### src/rtl/edge_pkg.sv
// -----------------------------------------------------------------------------
// edge_pkg
// Shared types for the edge-detector pipeline control path.
//   seq_state_t : pass sequencer states
//   fb_sel_t    : frame-buffer select code (input / scratch A / scratch B)
// No ports; imported with `import edge_pkg::*;`.
// -----------------------------------------------------------------------------
package edge_pkg;

    typedef enum logic [2:0] {
        IDLE,
        CLEAR,
        RUN,
        GAP,
        FINISH,
        ABORT
    } seq_state_t;

    typedef logic [1:0] fb_sel_t;

    localparam fb_sel_t FB_INPUT     = 2'd0;
    localparam fb_sel_t FB_SCRATCH_A = 2'd1;
    localparam fb_sel_t FB_SCRATCH_B = 2'd2;

endpackage

### src/rtl/pass_sequencer_if.sv
// -----------------------------------------------------------------------------
// pass_sequencer_if
// Bundles the host handshake and kernel control signals of pass_sequencer.
//   master : the sequencer (drives kernel run/clear, status and buffer selects)
//   slave  : host + kernels (drive start, abort and kern_done)
// Signals: start, abort, busy, frame_done, aborted, kern_run, kern_done,
//          kern_rst_n, pass_idx, src_sel, dst_sel, out_sel and, when
//          PASS_SEQ_CYCLE_CNT_EN is defined, frame_cycles.
// Parameters must match those of the pass_sequencer instance it connects to.
// -----------------------------------------------------------------------------
interface pass_sequencer_if #(
    parameter int NUM_PASSES = 3,
    parameter int PASS_BITS  = 2,
    parameter int CNT_BITS   = 32
);
    import edge_pkg::*;

    logic                  start;
    logic                  abort;
    logic                  busy;
    logic                  frame_done;
    logic                  aborted;
    logic [NUM_PASSES-1:0] kern_run;
    logic [NUM_PASSES-1:0] kern_done;
    logic                  kern_rst_n;
    logic [PASS_BITS-1:0]  pass_idx;
    fb_sel_t               src_sel;
    fb_sel_t               dst_sel;
    fb_sel_t               out_sel;
`ifdef PASS_SEQ_CYCLE_CNT_EN
    logic [CNT_BITS-1:0]   frame_cycles;
`endif

    modport master (
        input  start, abort, kern_done,
        output busy, frame_done, aborted, kern_run, kern_rst_n,
               pass_idx, src_sel, dst_sel, out_sel
`ifdef PASS_SEQ_CYCLE_CNT_EN
        , output frame_cycles
`endif
    );

    modport slave (
        output start, abort, kern_done,
        input  busy, frame_done, aborted, kern_run, kern_rst_n,
               pass_idx, src_sel, dst_sel, out_sel
`ifdef PASS_SEQ_CYCLE_CNT_EN
        , input frame_cycles
`endif
    );

endinterface

### src/rtl/pass_sequencer_fb_sel_sched.sv
// -----------------------------------------------------------------------------
// fb_sel_sched
// Combinational map from a pass index to its frame-buffer selects.
// Pass 0 reads the input frame; later passes read what the previous pass
// wrote. Destinations alternate scratch A / scratch B, so a pass never
// reads and writes the same buffer.
//   pass_idx : pass index (in)
//   src_sel  : buffer the pass reads (out)
//   dst_sel  : buffer the pass writes (out)
// -----------------------------------------------------------------------------
module fb_sel_sched
    import edge_pkg::*;
#(
    parameter int PASS_BITS = 2
) (
    input  logic [PASS_BITS-1:0] pass_idx,
    output fb_sel_t              src_sel,
    output fb_sel_t              dst_sel
);

    always_comb begin
        dst_sel = pass_idx[0] ? FB_SCRATCH_B : FB_SCRATCH_A;
        if (pass_idx == '0) begin
            src_sel = FB_INPUT;
        end else begin
            // Read back the buffer the previous (opposite-parity) pass wrote.
            src_sel = pass_idx[0] ? FB_SCRATCH_A : FB_SCRATCH_B;
        end
    end

endmodule

### src/rtl/pass_sequencer.sv
// -----------------------------------------------------------------------------
// pass_sequencer
// Frame-level controller: runs NUM_PASSES pixel kernels one after another
// over a whole frame, clearing kernel state before each frame and steering
// the frame-buffer selects so each pass reads and writes distinct buffers.
//   clk, rst_n : clock, asynchronous active-low reset
//   bus        : pass_sequencer_if.master (start/abort in, kernel run/clear,
//                status pulses, pass index and buffer selects out)
// Optional feature (macro PASS_SEQ_CYCLE_CNT_EN): frame cycle counter,
// reported on bus.frame_cycles as the number of busy cycles from CLEAR
// through FINISH inclusive, saturating at all-ones.
// All outputs are registered.
// -----------------------------------------------------------------------------
module pass_sequencer
    import edge_pkg::*;
#(
    parameter int NUM_PASSES = 3,
    parameter int PASS_BITS  = 2,
    parameter int CNT_BITS   = 32
) (
    input logic              clk,
    input logic              rst_n,
    pass_sequencer_if.master bus
);

    localparam logic [NUM_PASSES-1:0] RUN_ONE  = NUM_PASSES'(1);
    localparam logic [PASS_BITS-1:0]  LAST_IDX = PASS_BITS'(NUM_PASSES - 1);

    seq_state_t           state;
    logic [PASS_BITS-1:0] sched_idx;
    fb_sel_t              sched_src;
    fb_sel_t              sched_dst;
    logic                 start_take;

    // Selects are loaded on IDLE->CLEAR (pass 0) and RUN->GAP (next pass).
    assign sched_idx  = (state == IDLE) ? '0 : bus.pass_idx + PASS_BITS'(1);
    assign start_take = (state == IDLE) && bus.start && !bus.abort;

    fb_sel_sched #(
        .PASS_BITS (PASS_BITS)
    ) u_sched (
        .pass_idx (sched_idx),
        .src_sel  (sched_src),
        .dst_sel  (sched_dst)
    );

    // NOTE: every output is updated together with the state transition that
    // produces it, so the value seen in a state is already registered when
    // that state begins; nothing reaches an output combinationally.
    always_ff @(posedge clk or negedge rst_n) begin
        if (!rst_n) begin
            state          <= IDLE;
            bus.busy       <= 1'b0;
            bus.frame_done <= 1'b0;
            bus.aborted    <= 1'b0;
            bus.kern_run   <= '0;
            bus.kern_rst_n <= 1'b1;
            bus.pass_idx   <= '0;
            bus.src_sel    <= FB_INPUT;
            bus.dst_sel    <= FB_SCRATCH_A;
            bus.out_sel    <= FB_INPUT;
        end else begin
            // Pulse-type outputs fall back to idle unless a transition below
            // raises them for exactly one cycle.
            bus.frame_done <= 1'b0;
            bus.aborted    <= 1'b0;
            bus.kern_rst_n <= 1'b1;

            unique case (state)
                IDLE: begin
                    if (start_take) begin
                        state          <= CLEAR;
                        bus.busy       <= 1'b1;
                        bus.kern_rst_n <= 1'b0;
                        bus.pass_idx   <= '0;
                        bus.src_sel    <= sched_src;
                        bus.dst_sel    <= sched_dst;
                    end
                end

                CLEAR, RUN, GAP: begin
                    if (bus.abort) begin
                        state          <= ABORT;
                        bus.kern_run   <= '0;
                        bus.kern_rst_n <= 1'b0;
                        bus.aborted    <= 1'b1;
                    end else if (state != RUN) begin
                        state        <= RUN;
                        bus.kern_run <= RUN_ONE << bus.pass_idx;
                    end else if (bus.kern_done[bus.pass_idx]) begin
                        // Done marks the last-pixel cycle of the active kernel.
                        bus.kern_run <= '0;
                        if (bus.pass_idx == LAST_IDX) begin
                            state          <= FINISH;
                            bus.frame_done <= 1'b1;
                            bus.out_sel    <= bus.dst_sel;
                        end else begin
                            state        <= GAP;
                            bus.pass_idx <= sched_idx;
                            bus.src_sel  <= sched_src;
                            bus.dst_sel  <= sched_dst;
                        end
                    end
                end

                FINISH, ABORT: begin
                    state    <= IDLE;
                    bus.busy <= 1'b0;
                end

                default: begin
                    state    <= IDLE;
                    bus.busy <= 1'b0;
                end
            endcase
        end
    end

`ifdef PASS_SEQ_CYCLE_CNT_EN
    logic [CNT_BITS-1:0] cyc_cnt;
    logic                finish_take;

    assign finish_take = (state == RUN) && !bus.abort &&
                         bus.kern_done[bus.pass_idx] && (bus.pass_idx == LAST_IDX);

    // cyc_cnt holds the number of busy cycles elapsed including the current
    // one; the CLEAR cycle counts as 1, so the value captured on entry to
    // FINISH includes the FINISH cycle itself.
    always_ff @(posedge clk or negedge rst_n) begin
        if (!rst_n) begin
            cyc_cnt          <= '0;
            bus.frame_cycles <= '0;
        end else begin
            if (start_take) begin
                cyc_cnt <= CNT_BITS'(1);
            end else if (state != IDLE && cyc_cnt != '1) begin
                cyc_cnt <= cyc_cnt + CNT_BITS'(1);
            end
            if (finish_take) begin
                bus.frame_cycles <= (cyc_cnt == '1) ? cyc_cnt : cyc_cnt + CNT_BITS'(1);
            end
        end
    end
`endif

endmodule

### src/flat_wrapper.sv
// flat-port wrapper written by rule: the top's interface ports become plain ports
module pass_sequencer_flat import edge_pkg::*;
#(
    parameter int NUM_PASSES = 3,
    parameter int PASS_BITS  = 2,
    parameter int CNT_BITS   = 32
)
  (clk, rst_n, bus_start, bus_abort, bus_kern_done, bus_busy, bus_frame_done, bus_aborted, bus_kern_run, bus_kern_rst_n, bus_pass_idx, bus_src_sel, bus_dst_sel, bus_out_sel);
  pass_sequencer_if #(.NUM_PASSES(NUM_PASSES), .PASS_BITS(PASS_BITS), .CNT_BITS(CNT_BITS)) bus_i ();
  input logic clk;
  input logic rst_n;
  input wire logic [$bits(bus_i.start)-1:0] bus_start;
  input wire logic [$bits(bus_i.abort)-1:0] bus_abort;
  input wire logic [$bits(bus_i.kern_done)-1:0] bus_kern_done;
  output wire logic [$bits(bus_i.busy)-1:0] bus_busy;
  output wire logic [$bits(bus_i.frame_done)-1:0] bus_frame_done;
  output wire logic [$bits(bus_i.aborted)-1:0] bus_aborted;
  output wire logic [$bits(bus_i.kern_run)-1:0] bus_kern_run;
  output wire logic [$bits(bus_i.kern_rst_n)-1:0] bus_kern_rst_n;
  output wire logic [$bits(bus_i.pass_idx)-1:0] bus_pass_idx;
  output wire logic [$bits(bus_i.src_sel)-1:0] bus_src_sel;
  output wire logic [$bits(bus_i.dst_sel)-1:0] bus_dst_sel;
  output wire logic [$bits(bus_i.out_sel)-1:0] bus_out_sel;
  assign bus_i.start = bus_start;
  assign bus_i.abort = bus_abort;
  assign bus_i.kern_done = bus_kern_done;
  assign bus_busy = bus_i.busy;
  assign bus_frame_done = bus_i.frame_done;
  assign bus_aborted = bus_i.aborted;
  assign bus_kern_run = bus_i.kern_run;
  assign bus_kern_rst_n = bus_i.kern_rst_n;
  assign bus_pass_idx = bus_i.pass_idx;
  assign bus_src_sel = bus_i.src_sel;
  assign bus_dst_sel = bus_i.dst_sel;
  assign bus_out_sel = bus_i.out_sel;
  pass_sequencer #(.NUM_PASSES(NUM_PASSES), .PASS_BITS(PASS_BITS), .CNT_BITS(CNT_BITS)) u_core (.clk(clk), .rst_n(rst_n), .bus(bus_i));
endmodule
### config.mk
export PLATFORM = sky130hd
export DESIGN_NAME = pass_sequencer_flat
export DESIGN_NICKNAME = d
export VERILOG_FILES = /design/src/rtl/edge_pkg.sv /design/src/rtl/pass_sequencer_if.sv /design/src/rtl/pass_sequencer_fb_sel_sched.sv /design/src/rtl/pass_sequencer.sv /design/src/flat_wrapper.sv
export SDC_FILE = /design/constraint.sdc
export NUM_CORES = 1
export LEC_CHECK = 0
export CORE_MARGIN = 2
export CORE_UTILIZATION = 30
export DETAILED_ROUTE_END_ITERATION = 7
export PLACE_DENSITY = 0.62
export SYNTH_ARGS = -nofsm -noshare
export SYNTH_HDL_FRONTEND = slang
export SYNTH_SLANG_ARGS = --single-unit
### constraint.sdc
create_clock -name clk -period 1.6 [get_ports clk]
set_clock_uncertainty 0.15 [all_clocks]
set_input_delay 0.32 -clock clk [delete_from_list [all_inputs] [get_ports clk]]
set_output_delay 0.32 -clock clk [all_outputs]
set_load 0.05 [all_outputs]
==> results.md, run 1 <==
* Post-Route WL at around 2100 µm
* Fmax at approximately 610 MHz
* Slew Limit Headroom at between 70% and 80%
* Vias at 775
* Critical path endpoint category: flip-flop
* Largest net degree at the start of global routing at 18
* Dominant synthesized flop cell: dfrtp_1
* HPWL Detailed at roughly 1500 µm
* Comb power frac at around two thirds
* Worst path slowest cell: dfrtp_2
* Clk pwr share at about 7.9%
* CTS Sinks at 17
* Vias in the first global route at just under 800
* Post-synthesis sequential area ratio at approximately half
* Clk Latency, worst-skew pair at around 0.29 ns
* Syn Area/Cell at between 10 and 15 µm²
* DIE AREA at 0.00333 mm²
* H-tree Lvls at 1
* Hold WC Path Type: in2async
* Pre-CTS setup slack at -0.390 ns
* Kind of critical path: reg2reg
* Buf+Inv Stages, Crit Path at 0
* Hold-fix buffers, CTS at 0
* Peak supply drop at 1.12 mV
* RSZ-0062 raised after global routing: true
* Initial antenna violation count at 0
* Pint at roughly 1.6 mW
* Reg power frac at 27.3%
* Mapped cell area at between 800 and 900 µm²
* Die width at around 58 µm
* Drt via density at 5.27
* Row cnt at 19
* PD cells at ~2100 mW/mm²
* Status: finished, violations left
* Max_cap viols at 0
* Fin area at around 0.0014 mm²
* Layout cells sized above 1 at between 40% and 50%
* Area after detailed placement at between 0.001 and 0.0015 mm²
* Critical Path AT at about 1.7 ns
* Placer congestion estimate at around 0.86
* Global Route Usage Sum at 13.5%
* Design Power at 2.96 mW
* Setup-failing EPs final at 3
* CTS max path bufs at 2
* Failing checks: negative setup slack
* Peak fanout along the critical path at 4
* Die span in y at 57.7 µm
* Post-synth net total at 90
* Final max-slew violation count at 0
* 1st-pass router iterations at 4
* Crit path launch type: flip-flop
* Worst-path cell chain: mux2i_1 > o21ai_2 > and4_4 > mux2_2
* Hold Worst Slack at between 0.15 and 0.2 ns
* Asr flop ratio synth at 100%
* Worst path required time at 1.64 ns
* Num CTS Buffers at 3
* Root Buffer: clkbuf_4
* Top delay family on crit path: multiplexers
* Setup ws final at -0.0527 ns
* Port bufs at 21
* Worst-path clk slew at ~0.090 ns
* Fin. Hold Viols at 0
* Synthesized flop and latch total at 17
* Tmin final at approximately 1.7 ns
* Core footprint at around 0.0028 mm²
* Yosys cell types at 36
* Yosys top cell by area: dfrtp_1
* Net count, final at about 130
* Wire length of the first global-routing pass at approximately 3500 µm
* Setup Fix Bufs, Post-CTS at 0
* Final antenna-violating net count at 0
* Tightest Pin Transition at around 0.3 ns
* # IOs at 22
* EDFF count, synth at 0
* Ant diodes at 0
* Synthesized instance count at 80
* Iter 0 DRT Violations at 24
* Syn-to-layout area delta at 63.1%
* Initial Utilization at 31.4%
* Top cells by area, synth: dfrtp_1 43%, dfstp_2 6.1%, ha_1 4.3%, inv_1 3.0%, a32oi_1 3.0%
* Sw frac at a little under half
* CTS tree: built
* Synth warn at 0
* Grt ovf at 0
* Sw Pwr at approximately 1.3 mW
* Worst path max stage delay at about 0.45 ns
* Avg WL per Cell at about 14 µm
* Post-synth top area share at a little over two fifths
* DRC viols at 0
* Final period util at 103%
* Leakage at approximately 0.60 nW
==> metrics by stage <==
step / cells / TNS (ns) / util [%]
6_report: 147 / -0.104 / 51.1
3_3_place_gp: 143 / -3.00 / 49.6
2_1_floorplan: 80 / -0.768 / -
5_1_grt: 147 / -0.528 / 51.1
3_5_place_dp: 143 / -3.62 / 49.6
4_1_cts: 147 / -0.0894 / 50.7
==> worst register-to-register path, delay by kind of cell, from the launching register on <==
family	cells	cell delay (ns)
flops	1	0.45
simple gates	1	0.26
compound gates	1	0.19
mux	2	0.49
==> Yosys cell counts, types with 2 or more instances <==
master,n
dfrtp_1,15
inv_1,7
o21ai_0,5
nand2_1,4
a32oi_1,3
ha_1,3
nand2b_1,3
nor2_1,3
o21a_1,3
o22ai_1,3
a311oi_1,2
dfstp_2,2
mux2_2,2
nand3_1,2
nor3_1,2
==> routing by layer <==
metal,vias to the layer above,part of all wire [%],GRT usage [%]
met5,-,0,0
met4,0,1.1,5.65
met3,4,5.0,3.13
met2,23,48,20.6
met1,383,46,18.3
li1,365,-,-
==> sequential cells by signal (all words and copies together) (netlist names) <==
register and count:
u_core.state 3, u_core.bus.src_sel 1, u_core.bus.kern_rst_n 1, u_core.bus.dst_sel 2, u_core.bus.pass_idx 2, u_core.bus.busy 1
u_core.bus.kern_run 3, u_core.bus.aborted 1, u_core.bus.frame_done 1, u_core.bus.out_sel 2
==> repair_timing <==
item,CTS,global route
endpoints found under the hold margin,0,0
gates resized for setup,1,3
endpoints found under the setup margin,4,11
cloned,0,0
pin swaps,1,1
==> layout make-up <==
cell class | instances | area [µm²]
Clock buffer | 4 | 26.3
Tap cell | 31 | 38.8
Sequential cell | 17 | 430
Timing Repair Buffer | 36 | 473
Fill cell | 240 | 1350
Inverter | 7 | 28.8
Multi-Input combinational cell | 52 | 413
==> power groups by stage <==
stage / combinational (mW) / sequential (mW) / clock (mW)
final: 1.92 / 0.807 / 0.234
after global routing: 2.03 / 0.831 / 0.262
after CTS: 1.90 / 0.809 / 0.239
after detailed placement: 1.88 / 0.813 / 0
after global placement: 1.87 / 0.806 / 0
after floorplan: 0.604 / 1.17 / 0
==> cells in the final DEF (no fill, tap or decap), types with 2 or more instances in the layout <==
cell	n
clkdlybuf4s50_1	6
o21a_1	3
nand2b_1	3
a32oi_1	3
dfrtp_1	13
inv_1	5
mux2_2	2
buf_4	15
a311oi_1	2
buf_12	15
o21ai_0	5
clkbuf_4	3
ha_1	2
dfstp_2	2
nor2_1	3
dfrtp_2	2
nand3_1	2
o22ai_1	2
nand2_1	4
==> path summary, 6_finish.rpt <==
path | cells after the start | endpoint | from | slack [ns]
max | 4 | u_core.bus.out_sel[1] | u_core.bus.pass_idx[0] | -0.05
min | 2 | u_core.bus.src_sel[1] | rst_n | 0.19
max reg2reg | 4 | u_core.bus.out_sel[1] | u_core.bus.pass_idx[0] | -0.05
min reg2reg | 1 | u_core.bus.dst_sel[0] | u_core.bus.dst_sel[0] | 0.42
max in group asynchronous | 2 | u_core.bus.kern_rst_n | rst_n | 0.86
min in group clk | 1 | u_core.bus.dst_sel[0] | u_core.bus.dst_sel[0] | 0.42
==> cells by family (layout without fill, tap and decap cells) <==
| kind of cell | Yosys count | after routing | share of synthesized area, % |
|---|---|---|---|
| AOI/OAI and AO/OA | 24 | 24 | 21.0 |
| adders and majority gates | 3 | 3 | 4.34 |
| buffers and inverters | 11 | 47 | 6.08 |
| DFF | 17 | 17 | 49.5 |
| muxes | 3 | 3 | 3.76 |
| and+or+nand+nor | 22 | 22 | 15.3 |
Power figures use the tool's default switching activity.
==> inputs of run 2 (changes only) <==
--- a/config.mk
+++ b/config.mk
@@ -6,9 +6,10 @@
 export NUM_CORES = 1
 export LEC_CHECK = 0
 export CORE_MARGIN = 2
-export CORE_UTILIZATION = 30
+export CORE_UTILIZATION = 42
 export DETAILED_ROUTE_END_ITERATION = 7
-export PLACE_DENSITY = 0.62
+export PLACE_DENSITY = 0.8
 export SYNTH_ARGS = -nofsm -noshare
 export SYNTH_HDL_FRONTEND = slang
 export SYNTH_SLANG_ARGS = --single-unit
+export TNS_END_PERCENT = 20
==> results.md, run 2 (synthesis results as in run 1) <==
* Hold WC Path Type: in2async (unchanged)
* Clk pwr share at 7.7% (was 7.9%)
* CTS max path bufs at 2 (unchanged)
* Met3 WL at 105 µm (was 103 µm)
* Wire length of the first global-routing pass at 3570 µm (was 3510 µm)
* Tmin final at 1.66 ns (was 1.65 ns)
* Peak fanout along the critical path at 5 (was 4)
* H-tree Lvls at 1 (unchanged)
* Die width at 49.4 µm (was 57.7 µm)
* Sw frac at 45.0% (was 45.1%)
* Clk Latency, worst-skew pair at 0.29 ns (about the same)
* Largest net degree at the start of global routing at 18 (unchanged)
* Reg power frac at 27.1% (was 27.3%)
* Root Buffer: clkbuf_4 (unchanged)
* Leakage at 0.607 nW (was 0.598 nW)
* Vias at 805 (was 775)
* Core footprint at 0.00194 mm² (was 0.00276 mm²)
* Fmax at 604 MHz (was 605 MHz)
* Placer congestion estimate at 0.841 (was 0.860)
* Sw Pwr at 1.35 mW (was 1.34 mW)
* Fin. Hold Viols at 0 (unchanged)
* # IOs at 22 (unchanged)
* Initial antenna violation count at 0 (unchanged)
* CTS Sinks at 17 (unchanged)
* Comb power frac at 65.3% (was 64.8%)
* CTS tree: built (unchanged)
* Post-Route WL at 2070 µm (about the same)
* Drt via density at 5.55 (was 5.27)
* Peak supply drop at 1.29 mV (was 1.12 mV)
* Commonest cells after routing, fill and taps aside: 17 x buf_4, 15 x buf_12, 13 x dfrtp_1 (was 15 x buf_12, 15 x buf_4, 13 x dfrtp_1)
* Port bufs at 21 (unchanged)
* Setup ws final at -0.0556 ns (was -0.0527 ns)
* Pint at 1.66 mW (was 1.62 mW)
* Iter 0 DRT Violations at 14 (was 24)
* M1 WL at 825 µm (was 945 µm)
* Max_cap viols at 0 (unchanged)
* Commonest non-fill, non-tap cell in the layout: buf_4
* Max layer used: met4 (unchanged)
* Syn-to-layout area delta at 64.0% (was 63.1%)
* Final antenna-violating net count at 0 (unchanged)
* Global Route Usage Sum at 19.4% (was 13.5%)
* Final max-slew violation count at 0 (unchanged)
* Failing checks: negative setup slack (unchanged)
* Status: finished, violations left (unchanged)
* Kind of critical path: reg2reg (unchanged)
* PD cells at 2120 mW/mm² (was 2100 mW/mm²)
* Setup Fix Bufs, Post-CTS at 0 (unchanged)
* Crit path launch type: flip-flop (unchanged)
* Final setup TNS at -0.125 ns (was -0.104 ns)
* Initial Utilization at 44.5% (was 31.4%)
* Net count, final at 129 (was 127)
* Layout cells sized above 1 at 44.1% (was 43.1%)
* Final period util at 103% (about the same)
* RSZ-0062 raised after global routing: true (unchanged)
* Die span in y at 49.4 µm (was 57.7 µm)
* DIE AREA at 0.00244 mm² (was 0.00333 mm²)
* Worst path required time at 1.64 ns (about the same)
* Placed Cells incl. Taps at 141 (was 143)
* Critical Path AT at 1.69 ns (about the same)
* Critical path endpoint category: flip-flop (unchanged)
* Grt ovf at 0 (unchanged)
* Ant diodes at 0 (unchanged)
* Slew Limit Headroom at 80.1% (was 79.7%)
* Row cnt at 16 (was 19)
* Setup-failing EPs final at 3 (unchanged)
* Reg2reg setup slack at -0.06 ns (was -0.05 ns)
* 1st-pass router iterations at 5 (was 4)
* Met2 Routed Length at 1080 µm (was 1000 µm)
* DRC viols at 0 (unchanged)
* Post-Layout Cell Count at 145 (was 147)
* Tightest Pin Transition at 0.297 ns (was 0.304 ns)
* Worst-path clk slew at 0.09 ns (about the same)
* HPWL Detailed at 1560 µm (was 1510 µm)
* Regs by FF count: u_core.bus.kern_run (3), u_core.state (3) (unchanged)
* Hold-fix buffers, CTS at 0 (unchanged)
* Vias in the first global route at 777 (was 793)
* Num CTS Buffers at 3 (unchanged)
* Avg WL per Cell at 14.3 µm (was 14.1 µm)
[run 2: power groups by stage]
stage	clock network (mW)	logic (mW)	registers (mW)
2_1_floorplan	0	0.603	1.17
3_3_place_gp	0	1.87	0.807
3_5_place_dp	0	1.92	0.817
4_1_cts	0.236	1.95	0.810
5_1_grt	0.254	2.07	0.842
6_report	0.231	1.97	0.815
[run 2: path summary, 6_finish.rpt]
kind | cells past startpoint | endpoint | from
worst max-delay path | 4 | u_core.bus.out_sel[0] | u_core.bus.pass_idx[0]
worst min-delay path | 2 | u_core.bus.src_sel[1] | rst_n
worst max register to register | 4 | u_core.bus.out_sel[0] | u_core.bus.pass_idx[0]
worst min register to register | 1 | u_core.bus.dst_sel[0] | u_core.bus.dst_sel[0]
max in group asynchronous | 2 | u_core.bus.kern_rst_n | rst_n
min in group clk | 1 | u_core.bus.dst_sel[0] | u_core.bus.dst_sel[0]
[run 2: repair_timing]
action / in CTS / in global routing
gates resized for setup: 1 / 3
endpoints found under the setup margin: 6 / 13
pin swaps: 1 / 1
[run 2: worst max-delay path: stages, from the launching register on]
cell,delay (ns)
dfrtp_2,0.46
mux2i_1,0.16
o21ai_2,0.19
and4_4,0.26
mux2_2,0.33
[run 2: area by class of cell]
| cell class | count | area [µm²] |
|---|---|---|
| Tap cell | 27 | 33.8 |
| Multi-Input combinational cell | 52 | 410 |
| Fill cell | 138 | 524 |
| Sequential cell | 17 | 430 |
| Clock buffer | 4 | 26.3 |
| Inverter | 7 | 28.8 |
| Timing Repair Buffer | 38 | 488 |
[run 2: metal layers]
metal  track usage (%)  up-vias
met2              32.0       31
met5                 0        -
met3              3.07        9
met1              25.1      395
li1                  -      370
met4              8.33        0
[run 2: per-stage QoR]
stage          setup WS (ns)  utilization, %  hold slack, ns  cell area, µm²  power (mW)
2_1_floorplan         -0.144               -          -0.126             882        1.77
3_3_place_gp          -0.308            70.9           0.384            1380        2.68
3_5_place_dp          -0.347            70.9           0.393            1380        2.74
4_1_cts              -0.0592            72.6           0.184            1410        2.99
5_1_grt              -0.0891            73.0           0.181            1420        3.17
6_report             -0.0556            73.0           0.183            1420        3.01
